$ cat config.mk
export PLATFORM = sky130hd
export DESIGN_NAME = hw7lp_alu
export DESIGN_NICKNAME = d
export VERILOG_FILES = /design/src/rtl/hw7lp_pkg.sv /design/src/rtl/hw7lp_addsub.sv /design/src/rtl/hw7lp_alu.sv
export SDC_FILE = /design/constraint.sdc
export NUM_CORES = 1
export LEC_CHECK = 0
export ABC_AREA = 1
export ABC_CLOCK_PERIOD_IN_PS = 2650
export BUFFER_PORTS_ARGS = -buffer_cell sky130_fd_sc_hd__buf_2
export CAP_MARGIN = 30
export CELL_PAD_IN_SITES_DETAIL_PLACEMENT = 1
export CELL_PAD_IN_SITES_GLOBAL_PLACEMENT = 2
export CORE_ASPECT_RATIO = 0.9
export CORE_MARGIN = 4
export CORE_UTILIZATION = 27
export DETAILED_ROUTE_END_ITERATION = 10
export PLACE_DENSITY = 0.81
export RECOVER_POWER = 25
export SYNTH_ARGS = -nofsm -noshare
export SYNTH_HDL_FRONTEND = slang
export SYNTH_SLANG_ARGS = --single-unit
$ cat constraint.sdc
create_clock -name clk -period 2.65 [get_ports clk]
set_input_delay 0.53 -clock clk [delete_from_list [all_inputs] [get_ports clk]]
set_output_delay 0.53 -clock clk [all_outputs]
set_load 0.05 [all_outputs]
$ cat src/rtl/hw7lp_pkg.sv
// Shared constants for the HW7 ALU: instruction classes, ARM data-processing
// opcodes and the bit positions of the NZCV flags.
package hw7lp_pkg;

  // Instruction class carried on op
  localparam logic [1:0] OP_DP  = 2'b00;
  localparam logic [1:0] OP_MEM = 2'b01;
  localparam logic [1:0] OP_BR  = 2'b10;
  localparam logic [1:0] OP_RSV = 2'b11;

  // ARM data-processing opcodes carried on cmd
  localparam logic [3:0] OPC_AND = 4'b0000;
  localparam logic [3:0] OPC_EOR = 4'b0001;
  localparam logic [3:0] OPC_SUB = 4'b0010;
  localparam logic [3:0] OPC_RSB = 4'b0011;
  localparam logic [3:0] OPC_ADD = 4'b0100;
  localparam logic [3:0] OPC_ADC = 4'b0101;
  localparam logic [3:0] OPC_SBC = 4'b0110;
  localparam logic [3:0] OPC_RSC = 4'b0111;
  localparam logic [3:0] OPC_TST = 4'b1000;
  localparam logic [3:0] OPC_TEQ = 4'b1001;
  localparam logic [3:0] OPC_CMP = 4'b1010;
  localparam logic [3:0] OPC_CMN = 4'b1011;
  localparam logic [3:0] OPC_ORR = 4'b1100;
  localparam logic [3:0] OPC_MOV = 4'b1101;
  localparam logic [3:0] OPC_BIC = 4'b1110;
  localparam logic [3:0] OPC_MVN = 4'b1111;

  // Positions inside the {N,Z,C,V} flag vector
  localparam int FLAG_N = 3;
  localparam int FLAG_Z = 2;
  localparam int FLAG_C = 1;
  localparam int FLAG_V = 0;

  // Memory-class U bit: 1 adds the offset, 0 subtracts it
  localparam int MEM_U_BIT = 3;

endpackage

$ cat src/rtl/hw7lp_addsub.sv
// Combinational WIDTH-bit adder/subtractor. Subtraction is a + ~b + cin, so
// cout is the ARM "not borrow" carry and ovf is the signed overflow of the
// operation actually performed.
module hw7lp_addsub #(
  parameter int WIDTH = 32
) (
  input  logic [WIDTH-1:0] a,
  input  logic [WIDTH-1:0] b,
  input  logic             cin,
  input  logic             sub,
  output logic [WIDTH-1:0] sum,
  output logic             cout,
  output logic             ovf
);

  logic [WIDTH-1:0] b_eff;
  logic [WIDTH:0]   total;

  // Invert b for subtraction, then one wide add exposes the carry out
  always_comb begin
    b_eff = sub ? ~b : b;
    total = {1'b0, a} + {1'b0, b_eff} + {{WIDTH{1'b0}}, cin};
    sum   = total[WIDTH-1:0];
    cout  = total[WIDTH];
    ovf   = (a[WIDTH-1] == b_eff[WIDTH-1]) && (sum[WIDTH-1] != a[WIDTH-1]);
  end

endmodule

$ cat src/rtl/hw7lp_alu.sv
// Registered ALU / address-generation unit for the HW7 datapath. A single
// shared adder serves the data-processing arithmetic ops as well as the
// memory and branch address paths; result and NZCV are captured every clock.
module hw7lp_alu
  import hw7lp_pkg::*;
#(
  parameter int WIDTH = 32
) (
  input  logic             clk,
  input  logic             rst_n,
  input  logic [WIDTH-1:0] portA,
  input  logic [WIDTH-1:0] portB,
  input  logic [1:0]       op,
  input  logic [3:0]       cmd,
  output logic [WIDTH-1:0] out,
  output logic [3:0]       flag
);

  logic [WIDTH-1:0] as_a;
  logic [WIDTH-1:0] as_b;
  logic             as_cin;
  logic             as_sub;
  logic [WIDTH-1:0] as_sum;
  logic             as_cout;
  logic             as_ovf;

  logic             use_adder;
  logic [WIDTH-1:0] result;
  logic [3:0]       next_flag;
  logic             carry_in;

  assign carry_in = flag[FLAG_C];

  hw7lp_addsub #(.WIDTH(WIDTH)) u_addsub (
    .a    (as_a),
    .b    (as_b),
    .cin  (as_cin),
    .sub  (as_sub),
    .sum  (as_sum),
    .cout (as_cout),
    .ovf  (as_ovf)
  );

  // Steer operands into the shared adder; reverse-subtracts swap A and B,
  // and ADC/SBC/RSC feed the registered carry back in
  always_comb begin
    as_a      = portA;
    as_b      = portB;
    as_cin    = 1'b0;
    as_sub    = 1'b0;
    use_adder = 1'b0;
    case (op)
      OP_DP: begin
        case (cmd)
          OPC_SUB, OPC_CMP: begin
            as_sub    = 1'b1;
            as_cin    = 1'b1;
            use_adder = 1'b1;
          end
          OPC_RSB: begin
            as_a      = portB;
            as_b      = portA;
            as_sub    = 1'b1;
            as_cin    = 1'b1;
            use_adder = 1'b1;
          end
          OPC_ADD, OPC_CMN: begin
            use_adder = 1'b1;
          end
          OPC_ADC: begin
            as_cin    = carry_in;
            use_adder = 1'b1;
          end
          OPC_SBC: begin
            as_sub    = 1'b1;
            as_cin    = carry_in;
            use_adder = 1'b1;
          end
          OPC_RSC: begin
            as_a      = portB;
            as_b      = portA;
            as_sub    = 1'b1;
            as_cin    = carry_in;
            use_adder = 1'b1;
          end
          default: use_adder = 1'b0;
        endcase
      end
      OP_MEM: begin
        as_sub = ~cmd[MEM_U_BIT];
        as_cin = ~cmd[MEM_U_BIT];
      end
      default: as_sub = 1'b0;
    endcase
  end

  // Select the result per class/opcode; compare and test ops still drive out
  always_comb begin
    result = '0;
    case (op)
      OP_DP: begin
        case (cmd)
          OPC_AND, OPC_TST: result = portA & portB;
          OPC_EOR, OPC_TEQ: result = portA ^ portB;
          OPC_ORR:          result = portA | portB;
          OPC_MOV:          result = portB;
          OPC_BIC:          result = portA & ~portB;
          OPC_MVN:          result = ~portB;
          default:          result = as_sum;
        endcase
      end
      OP_MEM, OP_BR: result = as_sum;
      default:       result = '0;
    endcase
  end

  // Only data-processing ops touch NZCV; logical ops clear C and V
  always_comb begin
    next_flag = flag;
    if (op == OP_DP) begin
      next_flag[FLAG_N] = result[WIDTH-1];
      next_flag[FLAG_Z] = (result == '0);
      next_flag[FLAG_C] = use_adder & as_cout;
      next_flag[FLAG_V] = use_adder & as_ovf;
    end
  end

  // Capture result and flags every edge; reset clears both immediately
  always_ff @(posedge clk or negedge rst_n) begin
    if (!rst_n) begin
      out  <= '0;
      flag <= 4'b0000;
    end else begin
      out  <= result;
      flag <= next_flag;
    end
  end

endmodule

Yosys cells after proc, flatten, opt, wreduce, memory -nomap -nowiden
Cells that the tools add are included.
Widths: inputs -> output; s select.
{"block": "classes", "n_addsub": 2, "n_mul": 0, "div": 0, "magnitude_cmp": 0, "n_eq_ne": 19, "shifts": 0, "mux": 13, "bitwise_logic": 9, "n_reduce_logical": 12}
{"op": "$pmux 32 s6", "count": 1}
{"op": "$mux 32", "count": 5}
{"op": "$and 32x32->32", "count": 2}
{"op": "$not 32->32", "count": 2}
{"op": "$pmux 32 s2", "count": 1}
{"op": "$add 32x32->33", "count": 1}
{"op": "$add 33x1->33", "count": 1}
{"op": "$eq 4x4->1 const B", "count": 8}
{"op": "$logic_not 32->1", "count": 1}
{"op": "$or 32x32->32", "count": 1}
{"op": "$xor 32x32->32", "count": 1}
{"op": "$eq 4x3->1 const B", "count": 4}
{"op": "$eq 4x2->1 const B", "count": 2}
{"op": "$reduce_or 2->1", "count": 4}
{"op": "$reduce_or 8->1", "count": 1}
{"op": "$pmux 1 s2", "count": 3}
{"op": "$reduce_or 3->1", "count": 2}
{"op": "$reduce_or 5->1", "count": 1}
{"op": "$eq 4x1->1 const B", "count": 1}
{"op": "$logic_not 4->1", "count": 1}
{"op": "$mux 1", "count": 3}
{"op": "$and 1x1->1", "count": 2}
{"op": "$eq 2x1->1 const B", "count": 1}
{"op": "$eq 2x2->1 const B", "count": 1}
{"op": "other kinds (5)", "count": 5}
{"block": "totals", "register_bits": 36, "latchBits": 0, "mem_bits_rw": 0, "romBits": 0, "inputBits": 72, "elab_cells": 57, "mem_count": 0}

Longest topological paths before layout
{"block": "depth", "ltp_word": 11, "mapped_depth": 30, "depth_no_buf": 28}

By module
From an unflattened synthesis, not the netlist that was laid out.
{"block": "unflattened", "cells_unflattened": 1414, "area_unflattened_um2": 7528.5}
{"module": "hw7lp_alu", "instances": 1, "cells_each": 940, "area_each_um2": 4922.2}
{"module": "hw7lp_addsub", "instances": 1, "cells_each": 474, "area_each_um2": 2606.2}

Least setup slack after synthesis
OpenSTA, ideal clock, no wires.
{"block": "synth_timing", "kind": "input port to flip-flop", "startpoint": "input port op[0]", "endpoint": "register flag[2]", "setup_time_ns": 0.066, "arrival_time_ns": 3.724, "required_time_ns": 2.584, "path_slack_ns": -1.140, "path_stages": 30, "path_cell_list": "inv_1 ha_1 nand2_1 inv_1 nand3_1 clkbuf_1 clkbuf_1 clkbuf_1 nand2_1 o21ai_0 fa_1 inv_1 fa_1 nand3_1 nand3_1 nand2_1 nand2_1 nand2_1 nand2_1 nand2_1 nand2_1 nand2_1 nand3_1 nand2_1 nand2_1 inv_1 nand2_1 nor2_1 nand3_1 nand2_1"}
{"block": "synth_via", "elab_chain_cells": 9, "word_cells_on_any_way": 15}
{"item": "from (decl)", "line": "hw7lp_alu.sv:13", "rtl": "input logic [1:0] op,"}
{"item": "parallel branches: the longest is 9 deep, another holds $add 32x32->33"}
{"item": "to (signal assigned)", "line": "hw7lp_alu.sv:135", "rtl": "flag <= next_flag;"}
{"item": "to (decl)", "line": "hw7lp_alu.sv:16", "rtl": "output logic [3:0] flag"}
Parallel ways; which one is timed is not known.
A chain may end at the register's enable or synchronous reset.

Worst setup path in the final report
Ends and elaborated chain as after synthesis.

==> out/qor.yml <==
synth:
  async_flop_share: 1.00
  ys_ff_latch: 36
  ys.flop_type: "dfrtp_1"
  synth_commonest_cells: "nand2_1 (515), inv_1 (240), o21ai_0 (108), nand3_1 (94), nor2_1 (82)"
  synth_edf_count: 0
  yosysWarnings: 0
  ys_types: 40
  synth_top_area_cell: "nand2_1"
  synth_area_leaders: "nand2_1 (26%), dfrtp_1 (12%), inv_1 (12%), ha_1 (11%), o21ai_0 (7.3%)"
  synth_top_area_frac: 0.260
  syn_area_um2: 7430
  netlist_instances: 1382
  syn-num-nets: 1522
  avgSynthCellArea_um2: 5.38
  yosysSeqAreaShare: 0.121
  synth.most_common_cell: "nand2_1"
layout:
  fin_util: 0.464
  fill_cells: 3632
  layout.nets: 1948
  drive_gt1_frac: 0.412
  diodes: 0
  area_growth_pct: 68.7
worst_setup_path:
  endpoint_kind: "register"
  cp-start-kind: "input pin"
  critical_path_class: "in2reg"
  path_max_fanout: 6
  r2r_cells: 23
  required_ps: 2870
  arrival_ps: 3750
floorplanning:
  fp.dieW_um: 183
  initial_core_util: 0.275
  rows: 57
  dieHeight_um: 165
  coreArea_um2: 27000
  pin_count: 108
  die_area_um2: 30200
sta:
  fin_ws_ps: -876
  tns_ps: -16240
  finClkSkew_ps: 16.8
  finalSetupViolCount: 34
  fin_hold_ws_ps: 495
  rsz0062_at_grt: "yes"
  slew_headroom: -0.336
  min_period_ps: 3530
  max_slew.worst_pin.slew_ps: 2000
  final_max_slew_viol_count: 37
  fin_crit_sh: 1.33
  hold_viol: 0
  fmax_mhz: 284
route:
  vias: 10800
  post_drt_wl_per_cell_um: 18.8
  first_iter_violations: 611
  ant_nets: 0
  firstDrtPassIters: 5
  via_per_inst: 4.99
  drc_errors: 0
  routed_wl_um: 40600
place:
  port_buffers: 107
  place_congestion: 0.940
  dp_hpwl_um: 31500
min_path:
  whs_path_depth: 2
  hold_class: "reg2reg"
global_routing:
  grt_max_degree: 37
  grt_usage: 0.253
  grt_overflow_total: 0
  grt_pass1_wl_um: 60200
  antenna_found_initial: 0
  grt_pass1_vias: 10900
clock_network:
  clk_pin_slew_worst_paths_ps: 50
  clockBufferDepth: 2
  clock-root-buffer: "clkbuf_16"
  clk_latency_ps: 300
  htreeDepth: 2
  cts_tree: "yes"
  clock-sinks: 36
  cts_buffers: 5
power_and_ir_drop:
  powerDensity_nw_per_um2: 429
  ir_drop_mv: 0.232
  finalPower_mw: 5.38
  leakagePower_nw: 7.12
status:
  status: "complete, but fails checks"
  violations: "max-capacitance violations, max-slew violations, negative setup slack"
flow_run:
  cap_viol_max_count: 1
-- layout by cell type, fill, tap and decap left out, types with 3 or more instances in the layout --
cell type / count
nand2_1: 405
buf_4: 311
inv_1: 219
buf_2: 104
nand2_2: 100
nand3_1: 69
o21ai_0: 65
nor2_1: 55
ha_1: 48
a21oi_1: 46
dfrtp_1: 36
o21ai_1: 35
xor2_1: 29
nand4_1: 28
buf_6: 24
nand3_2: 22
inv_2: 21
nor2_4: 20
nand2_4: 18
a21oi_2: 17
buf_12: 17
o21ai_2: 13
nor2_2: 12
ha_4: 10
ha_2: 8
nand3b_1: 7
xor2_2: 6
or2_2: 5
o22ai_1: 5
clkbuf_16: 5
nand3_4: 4
a21oi_4: 4
o211ai_1: 4
buf_16: 4
or2_0: 3
nor3_2: 3
buf_8: 3
-- stage by stage --
step	setup WS, ps	instances	area [um2]
2_1_floorplan	-597	1382	7580
3_3_place_gp	-1560	2108	10800
3_5_place_dp	-1620	2108	10800
4_1_cts	-773	2149	12000
5_1_grt	-1060	2163	12500
6_report	-876	2163	12500
-- registers in the layout, indices dropped and copies added, names as in the netlist --
register and flops:
out 32, flag 4
-- per-layer routing --
metal  wire length [um]  vias up  global-route usage
met5                  0        -                   0
met1              18200     5248               0.350
met2              19000      309               0.436
met3               2390       57              0.0223
met4                932        0              0.0440
li1                   -     5174                   -
-- area by class of cell --
class,instances,area (um2),area share
clock inverters,3,42.5,0.00339
repair buffers,465,3660,0.292
clock buffers,5,125,0.00998
multi-input cells,1057,6430,0.513
flip-flops and latches,36,901,0.0718
well taps,354,443,0.0353
inverters,243,935,0.0745
-- final timing paths --
| check | start | endpoint | slack (ps) |
|---|---|---|---|
| max in group asynchronous | rst_n | out[28] | 690 |
| worst max-delay path | op[0] | flag[2] | -880 |
| worst min register to register | flag[2] | flag[2] | 500 |
| worst min-delay path | flag[2] | flag[2] | 500 |
| worst max register to register | flag[1] | flag[2] | -620 |
| min in group asynchronous | rst_n | out[1] | 790 |
-- report_power, final --
group / total [mW] / switching [mW] / internal [mW]
sequential: 0.679 / 0.0269 / 0.652
combinational: 4.02 / 2.39 / 1.62
clock: 0.689 / 0.247 / 0.442
-- worst max-delay path, stage by stage --
cell and delay [ps]:
buf_8 100, buf_4 130, ha_2 190, inv_2 70, nor2_4 40, a31o_4 280
buf_16 170, xor2_1 170, ha_1 400, nand2_2 150, nor2_4 170, nand2_1 120
nand2_2 110, buf_6 110, nand2_2 60, nand2_2 110, nand2_2 80, nand2_2 70
nand2_1 50, nand3_1 90, nand2_2 70, nand2_2 90, nand3_1 100, nor2_1 140
nand3_2 80, nand2_1 60
-- cell families (layout without fill, tap and decap cells) --
| group | count (synthesis) | count (layout) | synth area share |
|---|---|---|---|
| buffers and inverters | 290 | 716 | 0.158 |
| AO/OA/AOI/OAI | 198 | 198 | 0.139 |
| flip-flops | 36 | 36 | 0.121 |
| AND/OR/NAND/NOR | 755 | 756 | 0.423 |
| XOR/XNOR | 35 | 35 | 0.0413 |
| adder cells (fa/ha/maj) | 68 | 68 | 0.117 |
-- what timing repair did --
item,4_1_cts,5_1_grt
resized for setup,234,126
buffers inserted,30,15
setup endpoints to repair,35,35
cloned,6,0
pin swaps,70,48
hold buffers,0,0
(Power assumes the default switching activity.)
